**src/rtl/dma_multichannel_csr.sv**
```systemverilog
// ---------------------------------------------------------------------------
// dma_multichannel_csr
//
// Register map and channel bookkeeping for a CH_CNT-channel DMA controller.
// Each channel has its own CCR/CNDTR/CPAR/CMAR registers, a live transfer
// counter with a reload shadow for circular mode, the TCIF/HTIF/TEIF flags,
// and a registered interrupt line. All channels share one CSR port.
//
// CSR address = {channel, reg index}
//   0 ISR   (RO)  {28'b0, TEIF, HTIF, TCIF, GIF}
//   1 IFCR  (WO)  write-1-to-clear: bit0 CGIF, bit1 CTCIF, bit2 CHTIF, bit3 CTEIF
//   2 CCR   (RW)  bit0 EN, bit1 TCIE, bit2 HTIE, bit3 TEIE, bit5 CIRC, [14:0] stored
//   3 CNDTR (RW)  reads the live count; a write loads count and reload shadow
//   4 CPAR  (RW)  peripheral address
//   5 CMAR  (RW)  memory address
//
// Ports
//   clk_i, rst_i            clock, asynchronous active-high reset
//   csr_*                   host register port, 1-cycle read latency
//   ch_ccr_o/ndt_o/par_o/mar_o  per-channel configuration to the engines
//   xfer_done_i/xfer_err_i  per-channel single-cycle engine events
//   irq_o, irq_any_o        registered interrupts
// ---------------------------------------------------------------------------
module dma_multichannel_csr #(
  parameter  int CH_CNT = 4,
  parameter  int NDT_W  = 16,
  localparam int CH_W   = (CH_CNT > 1) ? $clog2(CH_CNT) : 1
) (
  input  logic                  clk_i,
  input  logic                  rst_i,
  input  logic [CH_W+2:0]       csr_address_i,
  input  logic                  csr_write_i,
  input  logic [31:0]           csr_writedata_i,
  input  logic                  csr_read_i,
  output logic [31:0]           csr_readdata_o,
  output logic                  csr_readdatavalid_o,
  output logic [CH_CNT*15-1:0]  ch_ccr_o,
  output logic [CH_CNT*NDT_W-1:0] ch_ndt_o,
  output logic [CH_CNT*32-1:0]  ch_par_o,
  output logic [CH_CNT*32-1:0]  ch_mar_o,
  input  logic [CH_CNT-1:0]     xfer_done_i,
  input  logic [CH_CNT-1:0]     xfer_err_i,
  output logic [CH_CNT-1:0]     irq_o,
  output logic                  irq_any_o
);

  localparam logic [2:0] REG_ISR   = 3'd0;
  localparam logic [2:0] REG_IFCR  = 3'd1;
  localparam logic [2:0] REG_CCR   = 3'd2;
  localparam logic [2:0] REG_CNDTR = 3'd3;
  localparam logic [2:0] REG_CPAR  = 3'd4;
  localparam logic [2:0] REG_CMAR  = 3'd5;

  localparam int CCR_EN   = 0;
  localparam int CCR_TCIE = 1;
  localparam int CCR_HTIE = 2;
  localparam int CCR_TEIE = 3;
  localparam int CCR_CIRC = 5;

  // Per-channel state and next-state
  logic [14:0]      ccr_q  [CH_CNT];
  logic [14:0]      ccr_d  [CH_CNT];
  logic [NDT_W-1:0] cnt_q  [CH_CNT];
  logic [NDT_W-1:0] cnt_d  [CH_CNT];
  logic [NDT_W-1:0] rld_q  [CH_CNT];
  logic [NDT_W-1:0] rld_d  [CH_CNT];
  logic [31:0]      par_q  [CH_CNT];
  logic [31:0]      par_d  [CH_CNT];
  logic [31:0]      mar_q  [CH_CNT];
  logic [31:0]      mar_d  [CH_CNT];
  logic [CH_CNT-1:0] tcif_q, tcif_d;
  logic [CH_CNT-1:0] htif_q, htif_d;
  logic [CH_CNT-1:0] teif_q, teif_d;
  logic [CH_CNT-1:0] irq_d;

  // Address decode, shared by reads and writes
  logic [CH_W-1:0] addr_ch;
  logic [2:0]      addr_idx;
  logic            addr_ch_ok;
  logic [31:0]     rd_data;

  assign addr_ch    = csr_address_i[CH_W+2:3];
  assign addr_idx   = csr_address_i[2:0];
  assign addr_ch_ok = (int'(addr_ch) < CH_CNT);

  // -------------------------------------------------------------------------
  // Next-state: CSR writes, engine events, flag set/clear, interrupt terms
  // -------------------------------------------------------------------------
  always_comb begin
    // NOTE: every target gets a default before any conditional assignment so
    // no path leaves a variable unassigned, which would infer a latch.
    ccr_d  = ccr_q;
    cnt_d  = cnt_q;
    rld_d  = rld_q;
    par_d  = par_q;
    mar_d  = mar_q;
    tcif_d = tcif_q;
    htif_d = htif_q;
    teif_d = teif_q;
    irq_d  = '0;

    for (int c = 0; c < CH_CNT; c++) begin : g_ch_next
      logic             sel;
      logic             en;
      logic             tc_set;
      logic             ht_set;
      logic             te_set;
      logic [3:0]       clr;
      logic [NDT_W-1:0] cnt_nxt;

      sel     = csr_write_i && addr_ch_ok && (addr_ch == CH_W'(c));
      en      = ccr_q[c][CCR_EN];
      tc_set  = 1'b0;
      ht_set  = 1'b0;
      te_set  = 1'b0;
      clr     = 4'b0;
      cnt_nxt = cnt_q[c] - NDT_W'(1);

      if (sel) begin
        case (addr_idx)
          REG_IFCR: clr = csr_writedata_i[3:0];
          REG_CCR: begin
            if (en) begin
              // Running channel: configuration is frozen, only EN may change.
              ccr_d[c][CCR_EN] = csr_writedata_i[CCR_EN];
            end else begin
              ccr_d[c] = csr_writedata_i[14:0];
              // Nothing to transfer: refuse to start.
              if (cnt_q[c] == '0) ccr_d[c][CCR_EN] = 1'b0;
            end
          end
          REG_CNDTR: if (!en) begin
            cnt_d[c] = csr_writedata_i[NDT_W-1:0];
            rld_d[c] = csr_writedata_i[NDT_W-1:0];
          end
          REG_CPAR: if (!en) par_d[c] = csr_writedata_i;
          REG_CMAR: if (!en) mar_d[c] = csr_writedata_i;
          default: ;
        endcase
      end

      // An error aborts the channel and swallows a coincident done pulse.
      // Engine-side EN clears take priority over a coincident CCR write.
      if (en && xfer_err_i[c]) begin
        te_set           = 1'b1;
        ccr_d[c][CCR_EN] = 1'b0;
      end else if (en && xfer_done_i[c] && (cnt_q[c] != '0)) begin
        cnt_d[c] = cnt_nxt;
        if (cnt_nxt == (rld_q[c] >> 1)) ht_set = 1'b1;
        if (cnt_nxt == '0) begin
          tc_set = 1'b1;
          if (ccr_q[c][CCR_CIRC]) cnt_d[c] = rld_q[c];
          else                    ccr_d[c][CCR_EN] = 1'b0;
        end
      end

      // Set wins over a same-cycle clear.
      tcif_d[c] = (tcif_q[c] & ~(clr[0] | clr[1])) | tc_set;
      htif_d[c] = (htif_q[c] & ~(clr[0] | clr[2])) | ht_set;
      teif_d[c] = (teif_q[c] & ~(clr[0] | clr[3])) | te_set;

      irq_d[c] = (tcif_d[c] & ccr_d[c][CCR_TCIE]) |
                 (htif_d[c] & ccr_d[c][CCR_HTIE]) |
                 (teif_d[c] & ccr_d[c][CCR_TEIE]);
    end
  end

  // -------------------------------------------------------------------------
  // Read mux (current state, so a same-cycle write is not visible yet)
  // -------------------------------------------------------------------------
  always_comb begin
    rd_data = '0;
    if (addr_ch_ok) begin
      case (addr_idx)
        REG_ISR: rd_data = {28'b0, teif_q[addr_ch], htif_q[addr_ch], tcif_q[addr_ch],
                            tcif_q[addr_ch] | htif_q[addr_ch] | teif_q[addr_ch]};
        REG_CCR:   rd_data = {17'b0, ccr_q[addr_ch]};
        REG_CNDTR: rd_data = {{(32-NDT_W){1'b0}}, cnt_q[addr_ch]};
        REG_CPAR:  rd_data = par_q[addr_ch];
        REG_CMAR:  rd_data = mar_q[addr_ch];
        default:   rd_data = '0;
      endcase
    end
  end

  // -------------------------------------------------------------------------
  // State registers
  // -------------------------------------------------------------------------
  always_ff @(posedge clk_i or posedge rst_i) begin
    if (rst_i) begin
      // NOTE: the per-channel arrays are real flops that must start cleared,
      // so they are reset explicitly here rather than left uninitialised.
      ccr_q               <= '{default: '0};
      cnt_q               <= '{default: '0};
      rld_q               <= '{default: '0};
      par_q               <= '{default: '0};
      mar_q               <= '{default: '0};
      tcif_q              <= '0;
      htif_q              <= '0;
      teif_q              <= '0;
      irq_o               <= '0;
      irq_any_o           <= 1'b0;
      csr_readdata_o      <= '0;
      csr_readdatavalid_o <= 1'b0;
    end else begin
      // NOTE: non-blocking assignments so every register samples the
      // pre-edge values, independent of statement order.
      ccr_q               <= ccr_d;
      cnt_q               <= cnt_d;
      rld_q               <= rld_d;
      par_q               <= par_d;
      mar_q               <= mar_d;
      tcif_q              <= tcif_d;
      htif_q              <= htif_d;
      teif_q              <= teif_d;
      irq_o               <= irq_d;
      irq_any_o           <= |irq_d;
      csr_readdata_o      <= csr_read_i ? rd_data : '0;
      csr_readdatavalid_o <= csr_read_i;
    end
  end

  // Flatten per-channel configuration onto the engine-facing buses
  always_comb begin
    ch_ccr_o = '0;
    ch_ndt_o = '0;
    ch_par_o = '0;
    ch_mar_o = '0;
    for (int c = 0; c < CH_CNT; c++) begin
      ch_ccr_o[c*15 +: 15]       = ccr_q[c];
      ch_ndt_o[c*NDT_W +: NDT_W] = cnt_q[c];
      ch_par_o[c*32 +: 32]       = par_q[c];
      ch_mar_o[c*32 +: 32]       = mar_q[c];
    end
  end

endmodule
```
**config.mk**
```make
export PLATFORM = sky130hd
export DESIGN_NAME = dma_multichannel_csr
export DESIGN_NICKNAME = d
export VERILOG_FILES = /design/src/rtl/dma_multichannel_csr.sv
export SDC_FILE = /design/constraint.sdc
export NUM_CORES = 1
export LEC_CHECK = 0
export ABC_AREA = 1
export BUFFER_PORTS_ARGS = -buffer_cell sky130_fd_sc_hd__buf_2
export CAP_MARGIN = 20
export CORE_MARGIN = 1.5
export CORE_UTILIZATION = 56
export CTS_CLUSTER_DIAMETER = 80
export DETAILED_ROUTE_END_ITERATION = 10
export PLACE_DENSITY_LB_ADDON = 0.05
export SYNTH_ARGS = -nofsm -noshare
export SYNTH_HDL_FRONTEND = slang
export SYNTH_SLANG_ARGS = --single-unit
export TNS_END_PERCENT = 10
```
**constraint.sdc**
```tcl
create_clock -name clk_i -period 25 [get_ports clk_i]
set_clock_uncertainty 0.2 [all_clocks]
set_input_delay 6.25 -clock clk_i [delete_from_list [all_inputs] [get_ports clk_i]]
set_output_delay 6.25 -clock clk_i [all_outputs]
set_load 0.02 [all_outputs]
```
==> key figures, run 1 <==
STA
  • Worst slew pin tran: 1.30 ns
  • Final Max Slew Viols: 0
  • Period utilization: 0.367
  • # setup viols final: 0
  • Period minus WS final: 9.17 ns
  • F_max: ~0.11 GHz
  • Final-report hold violation count: 0
  • Slew headroom: 0.136
  • Setup Total Neg Slack: 0 ns
  • RSZ-0062 raised after global routing: false
  • Worst setup margin: ~16 ns

Setup path
  • Reg2reg end: ch_ndt_o[19]
  • Critical path capture point type: flip-flop
  • CP max stage cell: nor2_2
  • Worst path depth: 12
  • Critical path class: in2reg
  • CP Data Arrival Time: 9.48 ns
  • Worst EP required: around 25 ns
  • Worst Path Max Fanout: 28
  • Slowest stage delay, CP: 0.99 ns
  • Reg-to-Reg Start: ch_ndt_o[16]
  • Crit path launch type: input port
  • Cell mode on critical path: nand2_1
  • R2r setup slk: 21.08 ns
  • Worst reg-to-reg path cell count: 13
  • Family with the most delay on the worst path: simple AND/OR/NAND/NOR gates
  • Cell chain of the critical path: buf_2 > inv_1 > nor3_1 > inv_1 > nor2_2 > nand2_1 > o21ai_0 > a21oi_1 > a21oi_1 > nand2_1 > nor2_1 > nand2_1
  • Worst Path Buf+Inv: 3

Clock tree
  • Total CTS buffers: 51
  • Cts-stage hold buffer count: 0
  • Sink count of the clock tree: 494
  • TritonCTS clock tree: done
  • CTS max path bufs: 3
  • Htree depth: 2
  • Setup Buffers After CTS: 0
  • Clk slew on worst S/H paths: 0.06 ns
  • Clk Tree Root Cell: clkbuf_16
  • Clock Latency Late Sink: 0.62 ns
  • PostCTS Resize Cnt: 0

Floorplan
  • Row count: between 70 and 80
  • Die Area: between 40000 and 50000 um^2
  • Initial Util: 0.566
  • Top Ports: 467
  • Die H: 211 um
  • Die W: 211 um
  • Core area: 43000 um^2

Global route
  • GRT overflow: 0
  • First-pass GRT wire length: about 150000 um
  • Pin count of the biggest net entering global routing: just under 200
  • Antenna violations before repair: 6
  • GRT Total Usage: 0.441
  • Vias in the first global route: 23.0k

Worst hold path
  • Hold endpoint: rld_q[0]
  • WHS Path Cells: 2
  • HP Start: rld_q[0]
  • HP Class: reg2reg

Pwr
  • Sequential share of power: 0.388
  • Worst vdd ir: 78.6 uV
  • Cell leakage power: between 10 and 15 nW
  • Clock power share: 0.241
  • Pwr dens: 112 nW/um^2
  • Internal power: between 1.5 and 2 mW
  • Net Switching: around 1.4 mW
  • Combinational Power Share: 0.371
  • Switching part of the total power: 0.444

Final layout
  • Final core utilization: 0.672
  • Area grow syn2layout: 18.6%
  • Final-layout fill cell count: 3632
  • Layout cells sized above 1: 0.183
  • Nets: 3479

Run
  • Max cap viols: 0

Synthesis
  • Post-synthesis register bit count: 494
  • EDFF count, synth: 0
  • Post-synthesis sequential area ratio: 0.508
  • Ys flop type: dfrtp_1
  • Most frequent cells after synthesis: nand2_1, dfrtp_1, o21ai_0
  • Syn_nets: 3089
  • Post-synth cell types: 48
  • Syn Inst Count: 3032
  • Avg Synthesized Cell Area: 8.03 um^2
  • Synth top area share: 0.508
  • Top post-synthesis cells by area: dfrtp_1, nand2_1, o21ai_0
  • Count leader, synth: nand2_1
  • Synth async-reset ratio: 1.00
  • Cell taking the most area after synthesis: dfrtp_1
  • Yosys warns: 0
  • Cell Area, Synth: roughly 24000 um^2

Drt
  • Drt first-iter violations: 3518
  • Via count: 25.1k
  • Via density: between 6 and 7
  • Routed met1 length: 38300 um
  • Post-route ant nets: 0
  • Met2 WL: 43100 um
  • DR pass1 iterations: 8
  • Max Used Layer: met5
  • Wire per inst: 24.7 um
  • Post-Route WL: 100000 um
  • Met3 Wirelength: 13000 um
  • DRC: 0

Place
  • Post-DP HPWL: 71100 um
  • Port bufs: about 470
  • Placer Congestion: 1.01
  • Dpl ws: 15.30 ns

Outcome
  • Status: finished, final reports clean
-- layout by cell type, fill, tap and decap left out, types with 3 or more instances in the layout --
| cell | netlist | routed |
|---|---|---|
| a2111oi_0 | 12 | 12 |
| a211oi_1 | 17 | 17 |
| a21oi_1 | 179 | 179 |
| a22oi_1 | 182 | 182 |
| a2bb2oi_1 | 8 | 8 |
| a31oi_1 | 14 | 14 |
| a32oi_1 | 5 | 5 |
| buf_12 | 0 | 4 |
| buf_16 | 0 | 4 |
| buf_2 | 11 | 466 |
| buf_4 | 1 | 21 |
| clkbuf_1 | 127 | 12 |
| clkbuf_16 | 0 | 53 |
| clkbuf_8 | 0 | 14 |
| clkinv_2 | 0 | 9 |
| clkinvlp_4 | 0 | 3 |
| dfrtp_1 | 494 | 494 |
| diode_2 | 0 | 7 |
| ha_1 | 8 | 8 |
| inv_1 | 225 | 223 |
| inv_2 | 10 | 9 |
| nand2_1 | 763 | 757 |
| nand2_2 | 10 | 16 |
| nand3_1 | 108 | 108 |
| nand3b_1 | 10 | 10 |
| nand4_1 | 12 | 12 |
| nor2_1 | 333 | 330 |
| nor2_2 | 11 | 11 |
| nor2_4 | 10 | 13 |
| nor3_1 | 13 | 11 |
| nor3_2 | 3 | 5 |
| o211ai_1 | 11 | 11 |
| o21ai_0 | 335 | 335 |
| o21ai_1 | 9 | 9 |
| o21bai_1 | 30 | 30 |
| o22ai_1 | 24 | 24 |
| xor2_1 | 17 | 17 |
-- kinds of logic (layout without fill, tap and decap cells) --
kind of cell    after synthesis  after routing  share of synthesized area
compound gates              839            839                      0.205
buf+inv                     395            824                     0.0629
other cells                   0              7                          0
xor+xnor                     18             18                    0.00648
flops                       494            494                      0.508
simple gates               1278           1278                      0.214
fa+ha+maj                     8              8                    0.00411
-- flip-flops by register name (all words and copies together), names as in the netlist, 32 cells and up --
register        cells
ch_ndt_o           64
ch_mar_o          128
ch_par_o          128
csr_readdata_o     32
rld_q              64
ch_ccr_o           60
-- per-layer routing --
metal / global-route usage / vias up
met5: 0 / -
met4: 0.222 / 2
met3: 0.132 / 328
met2: 0.640 / 1795
met1: 0.603 / 12100
li1: - / 11000
-- power by group through the flow --
stage | Sequential [mW] | Clock (mW) | Combinational (mW)
after floorplan | 1.37 | 0 | 0.559
after global placement | 1.24 | 0 | 1.15
after detailed placement | 1.25 | 0 | 1.17
after CTS | 1.24 | 0.778 | 1.18
after global routing | 1.27 | 0.809 | 1.30
final | 1.25 | 0.779 | 1.20
-- worst min-delay path, cell delays in order (launching register included) --
cell and delay (ns):
dfrtp_1 0.35, nand2_1 0.06, nand2_1 0.06
-- through the flow --
step	std cells	hold slack, ns	power, mW	cell area (um^2)
5_1_grt	4050	0.304	3.38	28900
3_5_place_dp	3948	0.274	2.42	27000
4_1_cts	4040	0.289	3.19	28700
6_report	4053	0.294	3.23	28900
3_3_place_gp	3947	0.271	2.40	27000
2_1_floorplan	3032	0.249	1.93	24300
-- final cells by class --
cell class / count / area [um^2] / share of cell area
diodes: 7 / 17.5 / 0.000607
clock buffers: 79 / 1560 / 0.0542
clock inverters: 13 / 116 / 0.00403
inverters: 237 / 900 / 0.0312
multi-input cells: 2143 / 10500 / 0.364
flip-flops and latches: 494 / 12400 / 0.428
well taps: 585 / 732 / 0.0254
repair buffers: 495 / 2680 / 0.0928
-- how the worst max path moves through the flow --
stage | from | to | slack [ns]
global placement | csr_address_i[1] | irq_any_o | 15.49
detailed placement | csr_address_i[1] | irq_any_o | 15.30
CTS | csr_address_i[1] | irq_any_o | 15.92
finish | csr_address_i[1] | irq_any_o | 15.83
global route | csr_address_i[1] | irq_any_o | 15.57
floorplan | rst_i | ch_ccr_o[0] | 4.76
No activity file was read; power rests on OpenSTA's default activity.
==> run 2: changes to the inputs <==
--- a/config.mk
+++ b/config.mk
@@ -5,7 +5,7 @@
 export SDC_FILE = /design/constraint.sdc
 export NUM_CORES = 1
 export LEC_CHECK = 0
-export ABC_AREA = 1
+export ABC_AREA = 0
 export BUFFER_PORTS_ARGS = -buffer_cell sky130_fd_sc_hd__buf_2
 export CAP_MARGIN = 20
 export CORE_MARGIN = 1.5
==> constraint.sdc (replaced) <==
create_clock -name clk_i -period 9.3 [get_ports clk_i]
set_clock_uncertainty 0.2 [all_clocks]
set_input_delay 2.325 -clock clk_i [delete_from_list [all_inputs] [get_ports clk_i]]
set_output_delay 2.325 -clock clk_i [all_outputs]
set_load 0.02 [all_outputs]
==> key figures, run 2 <==
Outcome
  • Status: finished, final reports clean

STA
  • Final-report hold violation count: 0
  • Setup Total Neg Slack: 0 ns
  • Slew headroom: 0.228
  • Worst slew pin tran: 1.16 ns
  • # setup viols final: 0
  • Final Max Slew Viols: 0
  • RSZ-0062 raised after global routing: false
  • F_max: 0.184 GHz
  • Period utilization: 0.585
  • Worst setup margin: 3.86 ns
  • Period minus WS final: 5.44 ns

Place
  • Post-DP HPWL: 63500 um
  • Dpl cell area: 27900 um^2
  • Dpl ws: 3.25 ns
  • Post-Place Cells: 3076
  • Placer Congestion: 0.981
  • Port bufs: 466

Setup path
  • Reg-to-Reg Start: ch_ndt_o[38]
  • CP Data Arrival Time: 5.72 ns
  • Crit path launch type: input port
  • Critical path capture point type: flip-flop
  • Worst Path Max Fanout: 60
  • CP startpoint: csr_address_i[3]
  • Worst EP required: 9.58 ns
  • Critical path class: in2reg

Global route
  • Vias in the first global route: 20.7k
  • GRT Total Usage: 0.401
  • GRT overflow: 0
  • First-pass GRT wire length: 137000 um
  • Pin count of the biggest net entering global routing: around 170
  • Antenna violations before repair: 5

Drt
  • Post-route ant nets: 0
  • Via count: slightly above 20k
  • Post-Route WL: 92200 um
  • DR pass1 iterations: 5
  • Drt first-iter violations: about 2.1k
  • Via density: 6.47
  • DRC: 0
  • Wire per inst: 29.0 um

Worst hold path
  • HP Class: reg2reg
  • HP Start: rld_q[0]

Clock tree
  • Clk slew on worst S/H paths: ~0.060 ns
  • Clock Latency Late Sink: 0.62 ns
  • Sink count of the clock tree: 494
  • TritonCTS clock tree: done
  • CTS max path bufs: 3
  • Clk Tree Root Cell: clkbuf_16
  • Htree depth: 2
  • Total CTS buffers: 52
  • Cts-stage hold buffer count: 0
  • PostCTS Resize Cnt: 0
  • Setup Buffers After CTS: 0

Synthesis
  • Cell Area, Synth: 25100 um^2
  • Post-synthesis register bit count: 494
  • EDFF count, synth: 0
  • Count leader, synth: dfrtp_1
  • Cell taking the most area after synthesis: dfrtp_1
  • Avg Synthesized Cell Area: 11.6 um^2
  • Synth async-reset ratio: 1.00
  • Syn Inst Count: 2156
  • Yosys warns: 0
  • Syn_nets: around 2.2k
  • Post-synthesis sequential area ratio: 0.492
  • Ys flop type: dfrtp_1
  • Most frequent cells after synthesis: dfrtp_1, mux2_2, nand2_1
  • Synth top area share: 0.492
  • Post-synth cell types: 74
  • Top post-synthesis cells by area: dfrtp_1, mux2_2, mux4_2

Floorplan
  • Core area: ~44000 um^2
  • Die Area: 46100 um^2
  • Row count: 77
  • Initial Util: 0.568
  • Die H: 215 um
  • Top Ports: about 470
  • Die W: 215 um

Pwr
  • Pwr dens: 275 nW/um^2
  • Overall power: 8.18 mW
  • Cell leakage power: 14.3 nW
  • Worst vdd ir: 178 uV

Final layout
  • Final cell count without fillers: 3176
  • Most frequent cells in the layout: dfrtp_1, buf_2, mux2_2
  • Area grow syn2layout: 18.7%
  • Nets: ~2.6k
  • Final-layout fill cell count: approximately 3.4k
  • Design area: 29800 um^2
  • Layout cells sized above 1: 0.401
  • Commonest non-fill, non-tap cell in the layout: dfrtp_1

Run
  • Max cap viols: 0
==> run 2: cell count changes after synthesis, moves of 26 or more <==
cell,delta
mux4_2,+98
mux2_2,+311
nor3_1,+26
o21bai_1,-26
xnor2_1,+70
a22oi_1,-137
a21oi_1,-117
nand2_1,-498
nor2_1,-255
nand3_1,-81
inv_1,-180
o21ai_0,-244
==> run 2: final timing paths <==
kind                       slack [ns]  cells after the start            end
min reg2reg                      0.27                      1       rld_q[0]
max in group asynchronous        5.64                      4  ch_par_o[112]
min in group asynchronous        1.64                      3   ch_mar_o[38]
min                              0.27                      1       rld_q[0]
max                              3.86                      9      irq_any_o
max reg2reg                      4.77                      9   ch_ndt_o[39]
==> run 2: final cells by class <==
type	instances	area (um^2)	area share
Antenna cell	2	5.00	0.000168
Timing Repair Buffer	500	2670	0.0895
Inverter	45	173	0.00580
Clock inverter	19	295	0.00991
Tap cell	592	741	0.0249
Multi-Input combinational cell	1449	12000	0.402
Clock buffer	75	1560	0.0524
Sequential cell	494	12400	0.415
==> run 2: worst max-delay path, stage by stage <==
cell      delay [ns]
buf_6           0.61
nor4bb_1        0.75
nand2_1         0.67
mux2i_1         0.42
o22ai_1         0.13
a21oi_1         0.12
o31ai_1         0.07
o21bai_1        0.18
or4_1           0.40
==> run 2: kinds of logic after synthesis <==
family / count (synthesis) / synth area share
AND/OR/NAND/NOR: 575 / 0.112
AO/OA/AOI/OAI: 335 / 0.0864
adder cells (fa/ha/maj): 8 / 0.00399
multiplexers: 422 / 0.233
flip-flops: 494 / 0.492
XOR/XNOR: 109 / 0.0403
buffers and inverters: 213 / 0.0327
==> run 2: power by group <==
| group | leakage [nW] | internal, mW | switching [mW] |
|---|---|---|---|
| Sequential | 6.34 | 2.58 | 0.701 |
| Combinational | 7.09 | 1.09 | 1.54 |
| Clock | 0.915 | 1.36 | 0.907 |
| Total | 14.3 | 5.03 | 3.15 |
==> run 2: metal layers <==
metal | GRT usage | vias to the layer above | wire length [um]
met5 | 0 | - | 36
met4 | 0.230 | 6 | 5770
met3 | 0.108 | 294 | 8800
met2 | 0.625 | 1077 | 42900
met1 | 0.508 | 10600 | 34700
li1 | - | 8597 | -
==> run 2: stage by stage <==
step                 util  hold WS, ns
finish              0.674        0.270
global route        0.674        0.316
detailed placement  0.630        0.261
floorplan               -        0.241
global placement    0.630        0.254
CTS                 0.672        0.274
